--- src/rtl/fifo_rd_adapter.sv ---
// Two-entry read adapter: pops a show-ahead FIFO and presents words on a registered valid/ready port.
// Optional beat counter on beat_cnt_o when FIFO_RD_ADAPTER_BEAT_CNT_EN is defined.
module fifo_rd_adapter #(
    parameter int unsigned DATA_WIDTH = 8,
    parameter int unsigned CNT_WIDTH  = 16
) (
    input  logic                  clk,
    input  logic                  rst_n,
    input  logic [DATA_WIDTH-1:0] fifo_data_i,
    input  logic                  fifo_empty_i,
    output logic                  fifo_rd_o,
    input  logic                  flush_i,
    output logic                  m_valid_o,
    output logic [DATA_WIDTH-1:0] m_data_o,
    input  logic                  m_ready_i,
    output logic [1:0]            level_o
`ifdef FIFO_RD_ADAPTER_BEAT_CNT_EN
    ,
    output logic [CNT_WIDTH-1:0]  beat_cnt_o
`endif
);

    typedef enum logic [1:0] {
        IDLE = 2'd0,
        BUSY = 2'd1,
        FULL = 2'd2
    } state_t;

    state_t                state;
    logic [DATA_WIDTH-1:0] out_q;
    logic [DATA_WIDTH-1:0] skid_q;
    logic                  pop_c;
    logic                  xfer_c;

    // Pop depends only on FIFO status, state and flush, never on m_ready_i.
    assign pop_c     = rst_n & ~fifo_empty_i & (state != FULL) & ~flush_i;
    assign fifo_rd_o = pop_c;
    assign xfer_c    = m_valid_o & m_ready_i;
    assign m_data_o  = out_q;

    always_ff @(posedge clk) begin
        if (!rst_n) begin
            state     <= IDLE;
            out_q     <= '0;
            skid_q    <= '0;
            m_valid_o <= 1'b0;
            level_o   <= 2'd0;
        end else if (flush_i) begin
            state     <= IDLE;
            m_valid_o <= 1'b0;
            level_o   <= 2'd0;
        end else begin
            case (state)
                IDLE: begin
                    if (pop_c) begin
                        out_q     <= fifo_data_i;
                        state     <= BUSY;
                        m_valid_o <= 1'b1;
                        level_o   <= 2'd1;
                    end
                end
                BUSY: begin
                    if (pop_c && m_ready_i) begin
                        out_q <= fifo_data_i;
                    end else if (pop_c) begin
                        skid_q  <= fifo_data_i;
                        state   <= FULL;
                        level_o <= 2'd2;
                    end else if (m_ready_i) begin
                        state     <= IDLE;
                        m_valid_o <= 1'b0;
                        level_o   <= 2'd0;
                    end
                end
                FULL: begin
                    if (m_ready_i) begin
                        out_q   <= skid_q;
                        state   <= BUSY;
                        level_o <= 2'd1;
                    end
                end
                default: begin
                    state     <= IDLE;
                    m_valid_o <= 1'b0;
                    level_o   <= 2'd0;
                end
            endcase
        end
    end

`ifdef FIFO_RD_ADAPTER_BEAT_CNT_EN
    // Counts every downstream handshake, including one that coincides with flush.
    always_ff @(posedge clk) begin
        if (!rst_n) begin
            beat_cnt_o <= '0;
        end else if (xfer_c) begin
            beat_cnt_o <= beat_cnt_o + CNT_WIDTH'(1);
        end
    end
`else
    logic unused_c;
    assign unused_c = xfer_c;
`endif

endmodule

--- config.mk ---
export PLATFORM = sky130hd
export DESIGN_NAME = fifo_rd_adapter
export DESIGN_NICKNAME = d
export VERILOG_FILES = /design/src/rtl/fifo_rd_adapter.sv
export SDC_FILE = /design/constraint.sdc
export NUM_CORES = 1
export LEC_CHECK = 0
export BUFFER_PORTS_ARGS = -buffer_cell sky130_fd_sc_hd__buf_4
export CORE_ASPECT_RATIO = 1.1
export CORE_UTILIZATION = 40
export DETAILED_ROUTE_END_ITERATION = 8
export GPL_TIMING_DRIVEN = 0
export SYNTH_ARGS = -nofsm -noshare
export SYNTH_HDL_FRONTEND = slang
export SYNTH_SLANG_ARGS = --single-unit
--- constraint.sdc ---
create_clock -name clk -period 2.9 [get_ports clk]
set_clock_uncertainty 0.05 [all_clocks]
set_input_delay 0.29 -clock clk [delete_from_list [all_inputs] [get_ports clk]]
set_output_delay 0.29 -clock clk [all_outputs]
set_load 0.01 [all_outputs]
==> run metrics, run 1 <==
largest family of logic cells by synthesized area=compound AO/OA/AOI/OAI gates; ys async rst share=0%; top cells by area, synth=dfxtp_1, mux2i_1, a311oi_1, a211oi_1, a21oi_1; area delta synth->final=23.5%; Initial Util=a little over two fifths; PD cells=roughly 400 nW/µm²; first-pass GRT wire length=3650 µm; Post-synth EDFFs=0; ant diodes=0; slew margin rel.=roughly 60%; die area=approximately 2600 µm²; CTS Sinks=19; Die Ht=around 54 µm; largest net degree at the start of global routing=11; combinational power share=between 10% and 20%; vias=868; DPL Wire Length=between 1500 and 2000 µm; status=completed; VDD IR max=approximately 0.00033 V; layout cells sized above 1=28.5%; WL/cell=around 14 µm; Slowest Stage Delay on Critical Path=between 400 and 500 ps; syn avg cell area=around 9.4 µm²; maximum clock insertion buffer count=2; final core utilization=~53%; Antenna Violating Nets Remaining=0; IO Count=25; nets=about 140; family with the most delay on the worst path=flip-flops; GRT Util Overall=18.7%; Sw Share=between 20% and 30%; number of I/O port buffers=22; P_leak=0.496 nW; Simple-Gate Fraction of Synth Area=roughly 17%; CP bufs+invs=2; Tcrit/Tclk final=64.9%; Net Count, Synth=117; Die W=approximately 50 µm; crit path capture type=primary output; setup TNS=0 ps; top-count cell post-synth=dfxtp_1; Setup crit start kind=flop; DRC viols=0; Seq/Total Area, Yosys=39.0%; H-tree levels=1; Slowest-stage cell, CP=dfxtp_1; Synth Cell Area=976 µm²; insertion delay to the later sink of the worst-skew pair=between 200 and 300 ps; row cnt=18; mux contribution to synthesized area=under 10%; Final Max Tran Viols=0; Critical Path AT=between 1500 and 2000 ps; fillcell total=approximately 230; postcts setup bufs=0; CTS Root Cell=clkbuf_4; post-synthesis adder-cell area fraction=0%; vias in the first global route=743; Worst Hold Slack=207 ps; min cycle time layout=between 1500 and 2000 ps; Cells after Synth=between 100 and 150; internal power=~0.36 mW; synth cell count leaders=dfxtp_1, a21oi_1; maxcap violations=0; Clk network pwr share=about a quarter; synth unique cells=26; total gr overflow=0; hold-fix buffers at CTS=0; Yosys reg bits=19; CP max FO=10; sequential power share=56.4%; drt total wl=between 2000 and 2500 µm; clock-pin transition on the worst setup and hold timing paths=~100 ps; post-synth top area cell=dfxtp_1; Hold/Removal Path Class=input pin to flop; compound-gate portion of the synthesized area=between 20% and 30%; initial antenna violation count=0; CORE AREA=~2300 µm²; Fmax=roughly 0.53 GHz; DR pass1 iterations=4; Routability Congestion=0.725; TritonCTS clock tree=yes; post-synth top area share=39.0%; cells along the critical path=nand2b_1 > buf_2 > nand2_1 > nor2_1 > buf_4; Crit Path Category=flop to primary output; Synth Flop Type=dfxtp_1; net switching power=~0.12 mW; Final setup viols=0; Yosys Warn Count=0; vias per inst=around 5.4; XOR/XNOR Fraction of Synth Area=0%; CP required=between 2000 and 3000 ps; Tightest Pin Transition=between 500 and 600 ps; RSZ-0062 raised after global routing=false; CTS Buf Count=3; final hold viol count=0; CTS resizes=0; drt initial violations=11
cell type report:
class	count	area (µm²)	share of cell area, %
timing repair buffer	22	165	13.7
buffer	11	66.3	5.50
multi-input combinational	73	526	43.6
sequential	19	380	31.6
inverter	1	3.75	0.312
tap	30	37.5	3.12
clock buffer	4	26.3	2.18
through the flow:
step	worst slack [ps]	cell area (µm²)	instances	total power [mW]
2_1_floorplan	1420	976	104	0.328
6_report	1020	1200	160	0.487
3_5_place_dp	1360	1180	156	0.364
3_3_place_gp	1360	1180	156	0.362
4_1_cts	1020	1200	160	0.493
5_1_grt	891	1200	160	0.514
power groups by stage:
stage | Sequential, mW | Combinational [mW] | Clock [mW]
final | 0.274 | 0.0830 | 0.130
after global routing | 0.276 | 0.0913 | 0.147
after CTS | 0.275 | 0.0832 | 0.135
after detailed placement | 0.281 | 0.0830 | 0
after global placement | 0.280 | 0.0820 | 0
after floorplan | 0.284 | 0.0441 | 0
flip-flops by register name (all words and copies together) (netlist names):
name / count
m_valid_o: 1
skid_q: 8
m_data_o: 8
state: 2
worst min-delay path, delay by kind of cell:
family	cells	cell delay, ps
buffers and inverters	1	110
AND/OR/NAND/NOR	1	50
AO/OA/AOI/OAI	1	50
per-layer routing:
metal  GRT usage (%)  part of all wire (%)  up-vias
met3            5.37                   3.4        2
met4            7.35                  0.88        0
met1            24.4                    48      406
met2            29.0                    48       15
met5               0                     0        -
li1                -                     -      445
path summary, 6_finish.rpt:
check | slack (ps) | from | endpoint | depth (start not counted)
setup / recovery | 1020 | state[0] | fifo_rd_o | 5
hold / removal | 210 | fifo_data_i[7] | skid_q[7] | 3
setup reg to reg | 1340 | state[1] | skid_q[5] | 5
hold reg to reg | 430 | skid_q[1] | skid_q[1] | 2
cell usage in the layout (no fill, tap or decap), drive strengths merged:
| cell type | instances |
|---|---|
| a211oi | 9 |
| a21o | 1 |
| a21oi | 10 |
| a311oi | 8 |
| a31o | 1 |
| and2 | 1 |
| and4bb | 1 |
| buf | 32 |
| clkbuf | 5 |
| dfxtp | 19 |
| inv | 1 |
| mux2i | 8 |
| nand2 | 3 |
| nand2b | 4 |
| nand3 | 8 |
| nand3b | 2 |
| nor2 | 3 |
| nor2b | 2 |
| nor4b | 1 |
| o21ai | 8 |
| o21bai | 2 |
| or4b | 1 |
logic make-up after synthesis:
family,count (synthesis)
buffers and inverters,12
and+or+nand+nor,26
muxes,8
DFF,19
AOI/OAI and AO/OA,39
Note: power is estimated with default switching activity, not from simulation.
==> run 2, diff against run 1 <==
clock period = 1.8 ns   (was 2.9 ns; I/O delays follow)
==> run metrics, run 2 (synthesis results as in run 1) <==
pre-CTS setup slack=266 ps; area delta synth->final=23.6%; insertion delay to the later sink of the worst-skew pair=between 200 and 300 ps; row cnt=18; number of I/O port buffers=22; layout cells sized above 1=29.2%; clock-pin transition on the worst setup and hold timing paths=~100 ps; initial antenna violation count=0; Layout Cells excl Fill=160; setup TNS=0 ps; CTS Root Cell=clkbuf_4; Routability Congestion=0.725; vias=approximately 870; GRT Util Overall=18.7%; drt initial violations=11; most frequent cells in the layout=buf_4, dfxtp_1, a21oi_1; PD cells=between 600 and 700 nW/µm²; CTS Buf Count=3; Die Ht=about 54 µm; DRC viols=0; min cycle time layout=around 1700 ps; Final setup viols=0; drt total wl=approximately 2200 µm; Hold/Removal Path Class=input pin to flop; maxcap violations=0; maximum clock insertion buffer count=2; status=completed; Die W=49.1 µm; RSZ-0062 raised after global routing=false; CTS Sinks=19; final hold viol count=0; Initial Util=between 40 and 50%; total gr overflow=0; Setup crit start kind=flop; DPL Wire Length=between 1500 and 2000 µm; IO Count=25; nets=about 140; commonest non-fill, non-tap cell in the layout=buf_4; H-tree levels=1; WL/cell=between 10 and 15 µm; first-pass GRT wire length=3650 µm; vias in the first global route=between 700 and 800; VDD IR max=about 0.00052 V; DR pass1 iterations=4; Antenna Violating Nets Remaining=0; die area=around 2600 µm²; P_leak=around 0.50 nW; CP required=~1600 ps; Tcrit/Tclk final=slightly above 90%; Tightest Pin Transition=594 ps; placed cells=156; ant diodes=0; Final WS setup=125 ps; Fmax=0.597 GHz; CP max FO=10; Critical Path AT=around 1400 ps; Final Max Tran Viols=0; CORE AREA=~2300 µm²; vias per inst=5.43; postcts setup bufs=0; crit path capture type=primary output; Crit Path Category=flop to primary output; slew margin rel.=around 60%; fillcell total=226; TritonCTS clock tree=yes; largest net degree at the start of global routing=11
[run 2: cell counts in the layout (fill, tap and decap cells not counted)]
Identical to the previous run, type by type.
[run 2: critical path: stages, from the launching register on]
cell and delay [ps]:
dfxtp_2 420, nand2b_1 120, buf_2 270, nand2_1 90, nor2_1 120, buf_4 130
[run 2: final timing paths]
path	slack [ps]	depth (start not counted)	end	start
setup / recovery	130	5	fifo_rd_o	state[0]
hold / removal	100	3	skid_q[7]	fifo_data_i[7]
setup reg to reg	240	5	skid_q[5]	state[1]
hold reg to reg	430	2	skid_q[1]	skid_q[1]
[run 2: where the power goes]
group          switching, mW  internal [mW]  total [mW]  leakage, nW
registers            0.00866          0.434       0.442        0.155
clock network          0.122         0.0863       0.209       0.0150
logic                 0.0695         0.0643       0.134        0.326
total                  0.201          0.584       0.785        0.496
[run 2: metal layers]
layer | part of all wire, % | up-vias | GRT usage (%)
li1 | - | 445 | -
met1 | 48 | 406 | 24.4
met2 | 48 | 15 | 29.0
met3 | 3.4 | 2 | 5.37
met4 | 0.88 | 0 | 7.35
met5 | 0 | - | 0
[run 2: through the flow]
step / utilization (%) / total power [mW] / instance area, µm² / hold WS [ps]
2_1_floorplan: - / 0.528 / 976 / 278
3_3_place_gp: 51.8 / 0.584 / 1180 / 403
3_5_place_dp: 51.8 / 0.586 / 1180 / 409
4_1_cts: 53.0 / 0.794 / 1200 / 87.7
5_1_grt: 53.0 / 0.829 / 1210 / 86.3
6_report: 53.0 / 0.785 / 1210 / 97.1
[run 2: final cells by class]
class                      instances  area (µm²)  area share, %
tap                               30        37.5           3.11
buffer                            11        66.3           5.50
multi-input combinational         73         526           43.6
sequential                        19         382           31.6
timing repair buffer              22         165           13.7
inverter                           1        3.75          0.311
clock buffer                       4        26.3           2.18
[run 2: timing repair]
item                       in CTS  in global routing
setup endpoints to repair       0                  1
hold buffers                    0                  0
gates resized for setup         0                  1
==> run 3, diff against run 2 <==
BUFFER_PORTS_ARGS = -buffer_cell sky130_fd_sc_hd__buf_2   (was -buffer_cell sky130_fd_sc_hd__buf_4)
==> run metrics, run 3 (synthesis results as in run 1) <==
status=completed; Tightest Pin Transition=just over 600 ps; CTS Root Cell=clkbuf_4; area of the multi-input gates=roughly 530 µm²; terminus of the critical flop-to-flop path=skid_q[5]; largest net degree at the start of global routing=12; Layout Cells excl Fill=160; GRT Util Overall=between 10% and 20%; DR pass1 iterations=4; crit path capture type=primary output; Slowest Stage Delay on Critical Path=approximately 430 ps; slew margin rel.=58.6%; VDD IR max=between 0.0004 and 0.0005 V; min cycle time layout=~1700 ps; Fmax=0.606 GHz; H-tree levels=1; worst setup path startpoint=state[0]; Final Max Tran Viols=0; Routability Congestion=0.706; placed cells=approximately 160; drt initial violations=8; Crit Path Category=flop to primary output; worst setup path endpoint=fifo_rd_o; vias in the first global route=between 700 and 800; P_leak=around 0.5 nW; CP bufs+invs=2; drt total wl=between 2000 and 2500 µm; CP max FO=10; first-pass GRT wire length=3590 µm; Initial Util=42.9%; die area=between 2000 and 3000 µm²; CP required=1570 ps; Critical Path AT=~1400 ps; Setup crit start kind=flop; Hold Crit Start=fifo_data_i[4]; number of I/O port buffers=22; initial antenna violation count=0; postcts setup bufs=0; vias per inst=~5.5; maxcap violations=0; family with the most delay on the worst path=flip-flops; FF+latch area=382 µm²; Hold/Removal Path Class=input pin to flop; R2R Path Start=state[1]; cells along the critical path=nand2b_1 > buf_2 > nand2_1 > nor2_1 > buf_2; TritonCTS clock tree=yes; Crit path depth=5; nets=between 100 and 150; RSZ-0062 raised after global routing=false; maximum clock insertion buffer count=2; final hold viol count=0; Die Ht=approximately 54 µm; Die W=around 49 µm; PD cells=682 nW/µm²; CTS Buf Count=3; WL/cell=roughly 14 µm; commonest non-fill, non-tap cell in the layout=buf_2; layout cells sized above 1=between 30% and 40%; Tcrit/Tclk final=roughly nine tenths; vias=slightly below 900; insertion delay to the later sink of the worst-skew pair=~300 ps; total gr overflow=0; fillcell total=approximately 230; area delta synth->final=18.1%; ant diodes=0; Antenna Violating Nets Remaining=0; setup TNS=0 ps; Slowest-stage cell, CP=dfxtp_2; CTS Sinks=19; Final setup viols=0; row cnt=18; DRC viols=0; DPL Wire Length=around 1600 µm; FF-to-FF path depth=5; clock-pin transition on the worst setup and hold timing paths=between 100 and 150 ps; CORE AREA=around 2300 µm²; CP most frequent cell=buf_2; most frequent cells in the layout=buf_2, dfxtp_1, a21oi_1; reg2reg setup slack=270 ps; IO Count=25
-- run 3: changes by cell type in the layout (fill, tap and decap cells not counted), sizes merged --
cell    delta
clkinv     +1
clkbuf     -1
-- run 3: final cells by class --
| cell class | count | area share [%] |
|---|---|---|
| Timing Repair Buffer | 22 | 9.55 |
| Clock buffer | 3 | 1.95 |
| Sequential cell | 19 | 33.1 |
| Tap cell | 30 | 3.26 |
| Multi-Input combinational cell | 73 | 45.6 |
| Inverter | 1 | 0.326 |
| Buffer | 11 | 5.75 |
| Clock inverter | 1 | 0.434 |
-- run 3: worst min path at each step --
| stage | to | slack [ps] | cells after the start |
|---|---|---|---|
| 6_report | skid_q[4] | 80 | 3 |
| 5_1_grt | skid_q[4] | 80 | 3 |
| 4_1_cts | skid_q[4] | 70 | 3 |
| 3_5_place_dp | skid_q[4] | 410 | 3 |
| 3_3_place_gp | skid_q[7] | 400 | 3 |
| 2_1_floorplan | skid_q[0] | 280 | 2 |
-- run 3: worst reg2reg max path: stages, from the launching register on --
cell	delay [ps]
dfxtp_1	340
buf_6	140
or4b_1	500
buf_2	180
o21ai_1	130
a21oi_1	80
-- run 3: metal layers --
layer	part of all wire [%]	vias to the layer above	global-route usage, %
met2	47	16	31.3
met5	0	-	0
met1	49	411	23.1
met4	0.77	0	5.88
met3	3.4	2	3.39
li1	-	445	-
-- run 3: power by group --
group | internal (mW) | total [mW] | switching, mW
Combinational | 0.0515 | 0.121 | 0.0694
Clock | 0.0828 | 0.222 | 0.139
Sequential | 0.434 | 0.442 | 0.00850
-- run 3: through the flow --
| step | cell area, µm² | hold slack, ps | total power [mW] | utilization (%) | setup slack [ps] |
|---|---|---|---|---|---|
| floorplan | 976 | 278 | 0.528 | - | 320 |
| global placement | 1120 | 396 | 0.570 | 49.4 | 299 |
| detailed placement | 1120 | 405 | 0.572 | 49.4 | 277 |
| CTS | 1150 | 72.1 | 0.794 | 50.6 | 39.3 |
| global route | 1150 | 83.4 | 0.821 | 50.7 | 39.5 |
| finish | 1150 | 77.4 | 0.786 | 50.7 | 148 |
-- run 3: what timing repair did --
item,4_1_cts,5_1_grt
hold buffers,0,0
setup endpoints to repair,0,1
resized for setup,0,1
